### src/rtl/ieu_id_pipe.sv
`timescale 1ns/1ps
`default_nettype none
// +--------------------------------------------------------------------------+
// | ieu_id_pipe : registered RV32I/RV64I integer decode stage, 2-entry skid  |
// | Revision    : 1.0                                                        |
// +--------------------------------------------------------------------------+

package procyon_pkg;
    typedef enum logic [3:0] {
        ALU_ADD = 4'd0,  ALU_SUB = 4'd1,  ALU_AND = 4'd2,  ALU_OR  = 4'd3,
        ALU_XOR = 4'd4,  ALU_SLL = 4'd5,  ALU_SRL = 4'd6,  ALU_SRA = 4'd7,
        ALU_EQ  = 4'd8,  ALU_NE  = 4'd9,  ALU_LT  = 4'd10, ALU_LTU = 4'd11,
        ALU_GE  = 4'd12, ALU_GEU = 4'd13
    } procyon_alu_func_t;
endpackage

module ieu_id_pipe #(
    parameter int DATA_WIDTH = 32,
    parameter int ADDR_WIDTH = 32,
    parameter int TAG_WIDTH  = 6,
    localparam int SHAMT_WIDTH = $clog2(DATA_WIDTH)
) (
    input  logic                              clk,
    input  logic                              rst,
    input  logic                              i_flush,
    input  logic                              i_valid,
    output logic                              o_ready,
    input  logic [6:0]                        i_opcode,
    input  logic [31:0]                       i_insn,
    input  logic [ADDR_WIDTH-1:0]             i_iaddr,
    input  logic [DATA_WIDTH-1:0]             i_src_a,
    input  logic [DATA_WIDTH-1:0]             i_src_b,
    input  logic [TAG_WIDTH-1:0]              i_tag,
    output logic                              o_valid,
    input  logic                              i_ready,
    output procyon_pkg::procyon_alu_func_t    o_alu_func,
    output logic [DATA_WIDTH-1:0]             o_src_a,
    output logic [DATA_WIDTH-1:0]             o_src_b,
    output logic [ADDR_WIDTH-1:0]             o_iaddr,
    output logic [DATA_WIDTH-1:0]             o_imm_b,
    output logic [SHAMT_WIDTH-1:0]            o_shamt,
    output logic [TAG_WIDTH-1:0]              o_tag,
    output logic                              o_jmp,
    output logic                              o_br,
    output logic                              o_illegal
);
    import procyon_pkg::*;

    localparam logic [6:0]  c_OPC_OP_IMM = 7'b0010011;
    localparam logic [6:0]  c_OPC_OP     = 7'b0110011;
    localparam logic [6:0]  c_OPC_BRANCH = 7'b1100011;
    localparam logic [6:0]  c_OPC_LUI    = 7'b0110111;
    localparam logic [6:0]  c_OPC_AUIPC  = 7'b0010111;
    localparam logic [6:0]  c_OPC_JAL    = 7'b1101111;
    localparam logic [6:0]  c_OPC_JALR   = 7'b1100111;
    localparam logic [11:0] c_SHAMT_FIELD = 12'((1 << SHAMT_WIDTH) - 1);

    typedef struct packed {
        procyon_alu_func_t       alu;
        logic [DATA_WIDTH-1:0]   src_a;
        logic [DATA_WIDTH-1:0]   src_b;
        logic [DATA_WIDTH-1:0]   imm_b;
        logic [ADDR_WIDTH-1:0]   iaddr;
        logic [SHAMT_WIDTH-1:0]  shamt;
        logic [TAG_WIDTH-1:0]    tag;
        logic                    jmp;
        logic                    br;
        logic                    illegal;
    } dec_t;

    logic [2:0]            w_f3;
    logic [6:0]            w_f7;
    logic [DATA_WIDTH-1:0] w_imm_i;
    logic [DATA_WIDTH-1:0] w_imm_b;
    logic [DATA_WIDTH-1:0] w_imm_u;
    logic [DATA_WIDTH-1:0] w_imm_j;
    logic [DATA_WIDTH-1:0] w_iaddr_ext;
    logic [11:0]           w_shift_hi;
    logic                  w_ill;
    logic                  w_accept;
    logic                  w_unused;
    dec_t                  w_dec;

    dec_t r_mr;
    dec_t r_sr;
    logic r_mr_valid;
    logic r_sr_valid;

    assign w_f3        = i_insn[14:12];
    assign w_f7        = i_insn[31:25];
    assign w_imm_i     = DATA_WIDTH'($signed(i_insn[31:20]));
    assign w_imm_b     = DATA_WIDTH'($signed({i_insn[31], i_insn[7], i_insn[30:25], i_insn[11:8], 1'b0}));
    assign w_imm_u     = DATA_WIDTH'($signed({i_insn[31:12], 12'b0}));
    assign w_imm_j     = DATA_WIDTH'($signed({i_insn[31], i_insn[19:12], i_insn[20], i_insn[30:21], 1'b0}));
    assign w_iaddr_ext = DATA_WIDTH'(i_iaddr);
    assign w_unused    = ^i_insn[6:0];

    // Immediate-shift upper bits must be zero; bit 30 is tolerated only for SRAI.
    assign w_shift_hi = {i_insn[31], i_insn[30] & (w_f3 != 3'b101), i_insn[29:20]} & ~c_SHAMT_FIELD;

    always_comb begin
        w_ill       = 1'b0;
        w_dec       = '0;
        w_dec.alu   = ALU_ADD;
        w_dec.imm_b = w_imm_b;
        w_dec.iaddr = i_iaddr;
        w_dec.tag   = i_tag;
        case (i_opcode)
            c_OPC_OP_IMM: begin
                w_dec.src_a = i_src_a;
                w_dec.src_b = w_imm_i;
                w_dec.shamt = i_insn[20 +: SHAMT_WIDTH];
                case (w_f3)
                    3'b000:  w_dec.alu = ALU_ADD;
                    3'b001:  w_dec.alu = ALU_SLL;
                    3'b010:  w_dec.alu = ALU_LT;
                    3'b011:  w_dec.alu = ALU_LTU;
                    3'b100:  w_dec.alu = ALU_XOR;
                    3'b101:  w_dec.alu = i_insn[30] ? ALU_SRA : ALU_SRL;
                    3'b110:  w_dec.alu = ALU_OR;
                    default: w_dec.alu = ALU_AND;
                endcase
                if ((w_f3 == 3'b001 || w_f3 == 3'b101) && (w_shift_hi != 12'd0)) begin
                    w_ill = 1'b1;
                end
            end
            c_OPC_OP: begin
                w_dec.src_a = i_src_a;
                w_dec.src_b = i_src_b;
                w_dec.shamt = i_src_b[SHAMT_WIDTH-1:0];
                case (w_f3)
                    3'b000:  w_dec.alu = w_f7[5] ? ALU_SUB : ALU_ADD;
                    3'b001:  w_dec.alu = ALU_SLL;
                    3'b010:  w_dec.alu = ALU_LT;
                    3'b011:  w_dec.alu = ALU_LTU;
                    3'b100:  w_dec.alu = ALU_XOR;
                    3'b101:  w_dec.alu = w_f7[5] ? ALU_SRA : ALU_SRL;
                    3'b110:  w_dec.alu = ALU_OR;
                    default: w_dec.alu = ALU_AND;
                endcase
                if (w_f7 == 7'b0100000) begin
                    w_ill = (w_f3 != 3'b000) && (w_f3 != 3'b101);
                end else if (w_f7 != 7'b0000000) begin
                    w_ill = 1'b1;
                end
            end
            c_OPC_BRANCH: begin
                w_dec.src_a = i_src_a;
                w_dec.src_b = i_src_b;
                w_dec.br    = 1'b1;
                case (w_f3)
                    3'b000:  w_dec.alu = ALU_EQ;
                    3'b001:  w_dec.alu = ALU_NE;
                    3'b100:  w_dec.alu = ALU_LT;
                    3'b101:  w_dec.alu = ALU_GE;
                    3'b110:  w_dec.alu = ALU_LTU;
                    3'b111:  w_dec.alu = ALU_GEU;
                    default: w_ill     = 1'b1;
                endcase
            end
            c_OPC_LUI: begin
                w_dec.src_b = w_imm_u;
            end
            c_OPC_AUIPC: begin
                w_dec.src_a = w_iaddr_ext;
                w_dec.src_b = w_imm_u;
            end
            c_OPC_JAL: begin
                w_dec.src_a = w_iaddr_ext;
                w_dec.src_b = w_imm_j;
                w_dec.jmp   = 1'b1;
            end
            c_OPC_JALR: begin
                w_dec.src_a = i_src_a;
                w_dec.src_b = w_imm_i;
                w_dec.jmp   = 1'b1;
                w_ill       = (w_f3 != 3'b000);
            end
            default: w_ill = 1'b1;
        endcase
        // Illegal entries travel with their tag/address but carry inert controls.
        if (w_ill) begin
            w_dec.alu   = ALU_ADD;
            w_dec.src_a = '0;
            w_dec.src_b = '0;
            w_dec.imm_b = '0;
            w_dec.shamt = '0;
            w_dec.jmp   = 1'b0;
            w_dec.br    = 1'b0;
        end
        w_dec.illegal = w_ill;
    end

    assign w_accept = i_valid && !r_sr_valid && !i_flush;

    always_ff @(posedge clk) begin
        if (rst) begin
            r_mr_valid <= 1'b0;
            r_sr_valid <= 1'b0;
            r_mr       <= '0;
            r_sr       <= '0;
        end else if (i_flush) begin
            r_mr_valid <= 1'b0;
            r_sr_valid <= 1'b0;
        end else if (!r_mr_valid || i_ready) begin
            if (r_sr_valid) begin
                r_mr       <= r_sr;
                r_mr_valid <= 1'b1;
                r_sr_valid <= w_accept;
                if (w_accept) begin
                    r_sr <= w_dec;
                end
            end else begin
                r_mr_valid <= w_accept;
                if (w_accept) begin
                    r_mr <= w_dec;
                end
            end
        end else if (w_accept) begin
            r_sr       <= w_dec;
            r_sr_valid <= 1'b1;
        end
    end

    assign o_ready    = !r_sr_valid;
    assign o_valid    = r_mr_valid;
    assign o_alu_func = r_mr.alu;
    assign o_src_a    = r_mr.src_a;
    assign o_src_b    = r_mr.src_b;
    assign o_iaddr    = r_mr.iaddr;
    assign o_imm_b    = r_mr.imm_b;
    assign o_shamt    = r_mr.shamt;
    assign o_tag      = r_mr.tag;
    assign o_jmp      = r_mr.jmp;
    assign o_br       = r_mr.br;
    assign o_illegal  = r_mr.illegal;

endmodule
`default_nettype wire

### config.mk
export PLATFORM = sky130hd
export DESIGN_NAME = ieu_id_pipe
export DESIGN_NICKNAME = d
export VERILOG_FILES = /design/src/rtl/ieu_id_pipe.sv
export SDC_FILE = /design/constraint.sdc
export NUM_CORES = 1
export LEC_CHECK = 0
export CAP_MARGIN = 20
export CORE_ASPECT_RATIO = 1.5
export CORE_MARGIN = 2
export CORE_UTILIZATION = 30
export CTS_CLUSTER_DIAMETER = 40
export CTS_CLUSTER_SIZE = 40
export DETAILED_ROUTE_END_ITERATION = 7
export HOLD_SLACK_MARGIN = 0.08
export MAX_ROUTING_LAYER = met4
export PLACE_DENSITY = 0.52
export SYNTH_ARGS = -nofsm -noshare
export SYNTH_HDL_FRONTEND = slang
export SYNTH_SLANG_ARGS = --single-unit
### constraint.sdc
create_clock -name clk -period 3.1 [get_ports clk]
set_clock_uncertainty 0.15 [all_clocks]
set_input_delay 0.31 -clock clk [delete_from_list [all_inputs] [get_ports clk]]
set_output_delay 0.31 -clock clk [all_outputs]
set_load 0.005 [all_outputs]
==> out/results.txt <==
Number of design-rule violations left by the first detailed-router iteration: 529
Power share of the sequential group: 38.8%
Unique masters post-synth: 59
Maximum fanout count along the critical path: 33
Number of instances on the worst hold path: 3
Residual DRC: 0
R2R depth: 6
Final worst slack: 0.520 ns
Reg2reg start: r_sr_valid
Total number of clock tree sinks: 254
Post-route antenna net violation count: 0
# setup viols final: 0
Hold worst-path end: r_sr[7]
Actual transition at the worst max-transition pin: 1.00 ns
Setup TNS: 0 ns
Vias in the first global route: 9803
Wire length of the first global-routing pass: 58200 um
DIE AREA: 36700 sq um
Initial core utilization: 30.3%
Routed wire per std cell: 20.0 um
Length of the first detailed-routing pass in iterations: 5
Cell count after synthesis: 1187
Syn avg cell area: 8.90 sq um
Total count of hold-check failures in the final report: 0
Area growth from synthesis to final layout: 45.5%
Power density over the cells: 560 nW/um^2
Register-to-register path setup slack: 0.93 ns
Max capacitance violation total: 0
Detailed placement HPWL: 25500 um
Sequential cell area in the final layout: 5090 sq um
Via density: 5.21
Most repeated cell in the gate-level netlist after synthesis: sky130_fd_sc_hd__dfxtp_1
Number of buffers on the longest clock path: 3
Crit share post-route: 83.2%
Final RePlAce weighted congestion: 0.842
Maximum number of pins on one net before global-route repair: 97
Post-layout nets: 1580
Via count: 10.1k
Synth Register Bits: 254
Fill cell total of the finished layout: 3437
Area share of the leading cell type in the synthesized netlist: 48.2%
Top-level port count: 294
Tightest hold margin: 0.212 ns
Dominant cell type by area after synthesis: sky130_fd_sc_hd__dfxtp_1
Clock Latency Late Sink: 0.53 ns
Chip height: 234 um
CTS tree: yes
Total area of multi-input combinational cells: 4880 sq um
Internal power: 6.52 mW
CP Launch Type: input pin
Cell total after placement: 1863
Crit-path cells: clkdlybuf4s50_1 -> o311ai_0 -> a211oi_2 -> nand4_1 -> buf_12 -> o22ai_1
Final critical path time including I/O delays and setup: 2.58 ns
Count of non-filler cells in the finished layout: 1936
Hold WC Path Type: input pin to flip-flop
Crit end category: flip-flop
Count of flip-flops with a built-in enable after synthesis: 0
Highest-delay cell along the critical path: sky130_fd_sc_hd__o311ai_0
Most numerous cell types in the synthesized netlist: sky130_fd_sc_hd__dfxtp_1 (254), sky130_fd_sc_hd__nand2_1 (138), sky130_fd_sc_hd__a21oi_1 (123)
HP Start: i_tag[4]
Delay of the slowest cell on the worst path: 0.96 ns
Critical path type: input pin to flip-flop
Commonest register cell after synthesis: sky130_fd_sc_hd__dfxtp_1
Maximum frequency from static timing analysis: 0.388 GHz
Worst-case headroom to the max-slew limit: 32.5%
Ratio of cells with drive above 1 in the final layout: 9.23%
Master cell of the clock root buffer: sky130_fd_sc_hd__clkbuf_16
Floorplan Core Area: 34900 sq um
Combinational power share: 7.5%
Clock Pin Slew Worst Setup and Hold Paths: 0.05 ns
Minimum setup slack after placement: 0.0352 ns
Worst path arrival time: 2.80 ns
Cell types with the largest area share after synthesis: sky130_fd_sc_hd__dfxtp_1 (48%), sky130_fd_sc_hd__a21oi_1 (5.8%), sky130_fd_sc_hd__nand2_1 (4.9%)
Critical R2R Capture: o_src_b[15]
Syn Nets: 1333
Number of H-tree levels: 2
Net switching power: 2.07 mW
Final global-route overflow total: 0
Unrepaired setup endpoints after global routing: false
Count of pins over their slew limit: 0
Std cell rows: 84
Worst supply voltage drop on vdd: 0.412 mV
Final standard cell utilization of the core: 44.0%
Synth async-reset ratio: 0%
Port Buf Inserts: 285
Count of cells resized by post-cts repair: 0
Yosys warnings: 0
Clock power share: 53.7%
Run status: finished, final reports clean
Number of antenna violations at the first check in global routing: 1
Req. time, crit path: 3.33 ns
Area of the mapped netlist: 10600 sq um
Drt total wl: 38700 um
Switching portion of total power: 24.1%
Proportion of synthesized chip area in sequential cells: 48.2%
Die span in x: 157 um
All-layer global routing usage: 21.0%
TritonCTS Buffers: 41
Static Leak: 5.39 nW
## kinds of logic after synthesis
family	count (synthesis)	share of synthesized area, %
and+or+nand+nor	321	14.7
AOI/OAI and AO/OA	429	26.9
muxes	44	4.17
DFF	254	48.2
other	1	0.0355
buffers and inverters	138	6.06
## flip-flops by register name, indices dropped and copies added (netlist names)
register    flops
r_sr          126
o_imm_b        12
o_iaddr        32
o_jmp           1
o_alu_func      4
r_sr_valid      1
o_illegal       1
o_valid         1
o_br            1
o_src_a        32
o_src_b        32
o_tag           6
o_shamt         5
## through the flow
stage	power [mW]	cell area, sq um
2_1_floorplan	3.63	10600
3_3_place_gp	4.05	13900
3_5_place_dp	4.05	14000
4_1_cts	8.71	15400
5_1_grt	8.90	15400
6_report	8.60	15400
## power groups by stage
| stage | registers (mW) | clock network [mW] | logic [mW] |
|---|---|---|---|
| final | 3.33 | 4.62 | 0.645 |
| after global routing | 3.34 | 4.87 | 0.696 |
| after CTS | 3.33 | 4.73 | 0.652 |
| after detailed placement | 3.40 | 0 | 0.647 |
| after global placement | 3.40 | 0 | 0.648 |
| after floorplan | 3.40 | 0 | 0.230 |
## how the worst max path moves through the flow
stage | from | to | slack, ns | depth (start not counted)
after floorplan | i_opcode[6] | o_alu_func[1] | 0.73 | 9
after CTS | i_opcode[5] | r_sr[117] | 0.61 | 6
after global placement | i_opcode[5] | r_sr[117] | 0.09 | 6
final | i_opcode[5] | o_src_a[5] | 0.52 | 6
after global routing | i_opcode[5] | o_src_a[6] | 0.45 | 6
after detailed placement | i_opcode[5] | r_sr[117] | 0.04 | 6
## cells in the final DEF (no fill, tap or decap), types with 4 or more instances in the layout
| cell | n |
|---|---|
| sky130_fd_sc_hd__o22ai_1 | 47 |
| sky130_fd_sc_hd__nor2b_1 | 4 |
| sky130_fd_sc_hd__nand2b_1 | 5 |
| sky130_fd_sc_hd__inv_6 | 5 |
| sky130_fd_sc_hd__clkinvlp_4 | 4 |
| sky130_fd_sc_hd__a22oi_1 | 49 |
| sky130_fd_sc_hd__clkdlybuf4s50_1 | 284 |
| sky130_fd_sc_hd__o21ai_0 | 20 |
| sky130_fd_sc_hd__dfxtp_1 | 253 |
| sky130_fd_sc_hd__a221o_1 | 11 |
| sky130_fd_sc_hd__nand2_1 | 138 |
| sky130_fd_sc_hd__nor3_1 | 5 |
| sky130_fd_sc_hd__buf_4 | 38 |
| sky130_fd_sc_hd__buf_12 | 11 |
| sky130_fd_sc_hd__clkinv_4 | 4 |
| sky130_fd_sc_hd__a21oi_1 | 122 |
| sky130_fd_sc_hd__nor2_1 | 60 |
| sky130_fd_sc_hd__and3_1 | 76 |
| sky130_fd_sc_hd__mux2i_1 | 44 |
| sky130_fd_sc_hd__o21ai_1 | 47 |
| sky130_fd_sc_hd__a211oi_1 | 40 |
| sky130_fd_sc_hd__a22o_1 | 29 |
| sky130_fd_sc_hd__a221oi_1 | 8 |
| sky130_fd_sc_hd__a32oi_1 | 4 |
| sky130_fd_sc_hd__inv_1 | 6 |
| sky130_fd_sc_hd__o2bb2ai_1 | 29 |
| sky130_fd_sc_hd__clkbuf_16 | 43 |
## metal layers
| layer | part of all wire (%) | global-route usage [%] | vias up |
|---|---|---|---|
| met2 | 51 | 36.1 | 322 |
| met1 | 39 | 23.7 | 4841 |
| met5 | 0 | - | - |
| li1 | - | - | 4865 |
| met3 | 6.1 | 4.38 | 62 |
| met4 | 3.4 | 8.55 | 0 |
## final cells by class
class | count | share of cell area, %
flip-flops and latches | 254 | 33.1
multi-input cells | 795 | 31.8
repair buffers | 336 | 22.0
clock buffers | 48 | 7.32
well taps | 473 | 3.85
clock inverters | 23 | 1.78
inverters | 6 | 0.147
diodes | 1 | 0.0163
## worst max-delay path, delay by kind of cell
| family | cells | cell delay, ns |
|---|---|---|
| simple gates | 1 | 0.30 |
| buf+inv | 2 | 0.87 |
| compound gates | 3 | 1.30 |
## timing repair
| action | in CTS | in global routing |
|---|---|---|
| buffers inserted | 0 | 0 |
| endpoints found under the hold margin | 20 | 0 |
| hold buffers | 1 | 0 |
(Power assumes the default switching activity.)
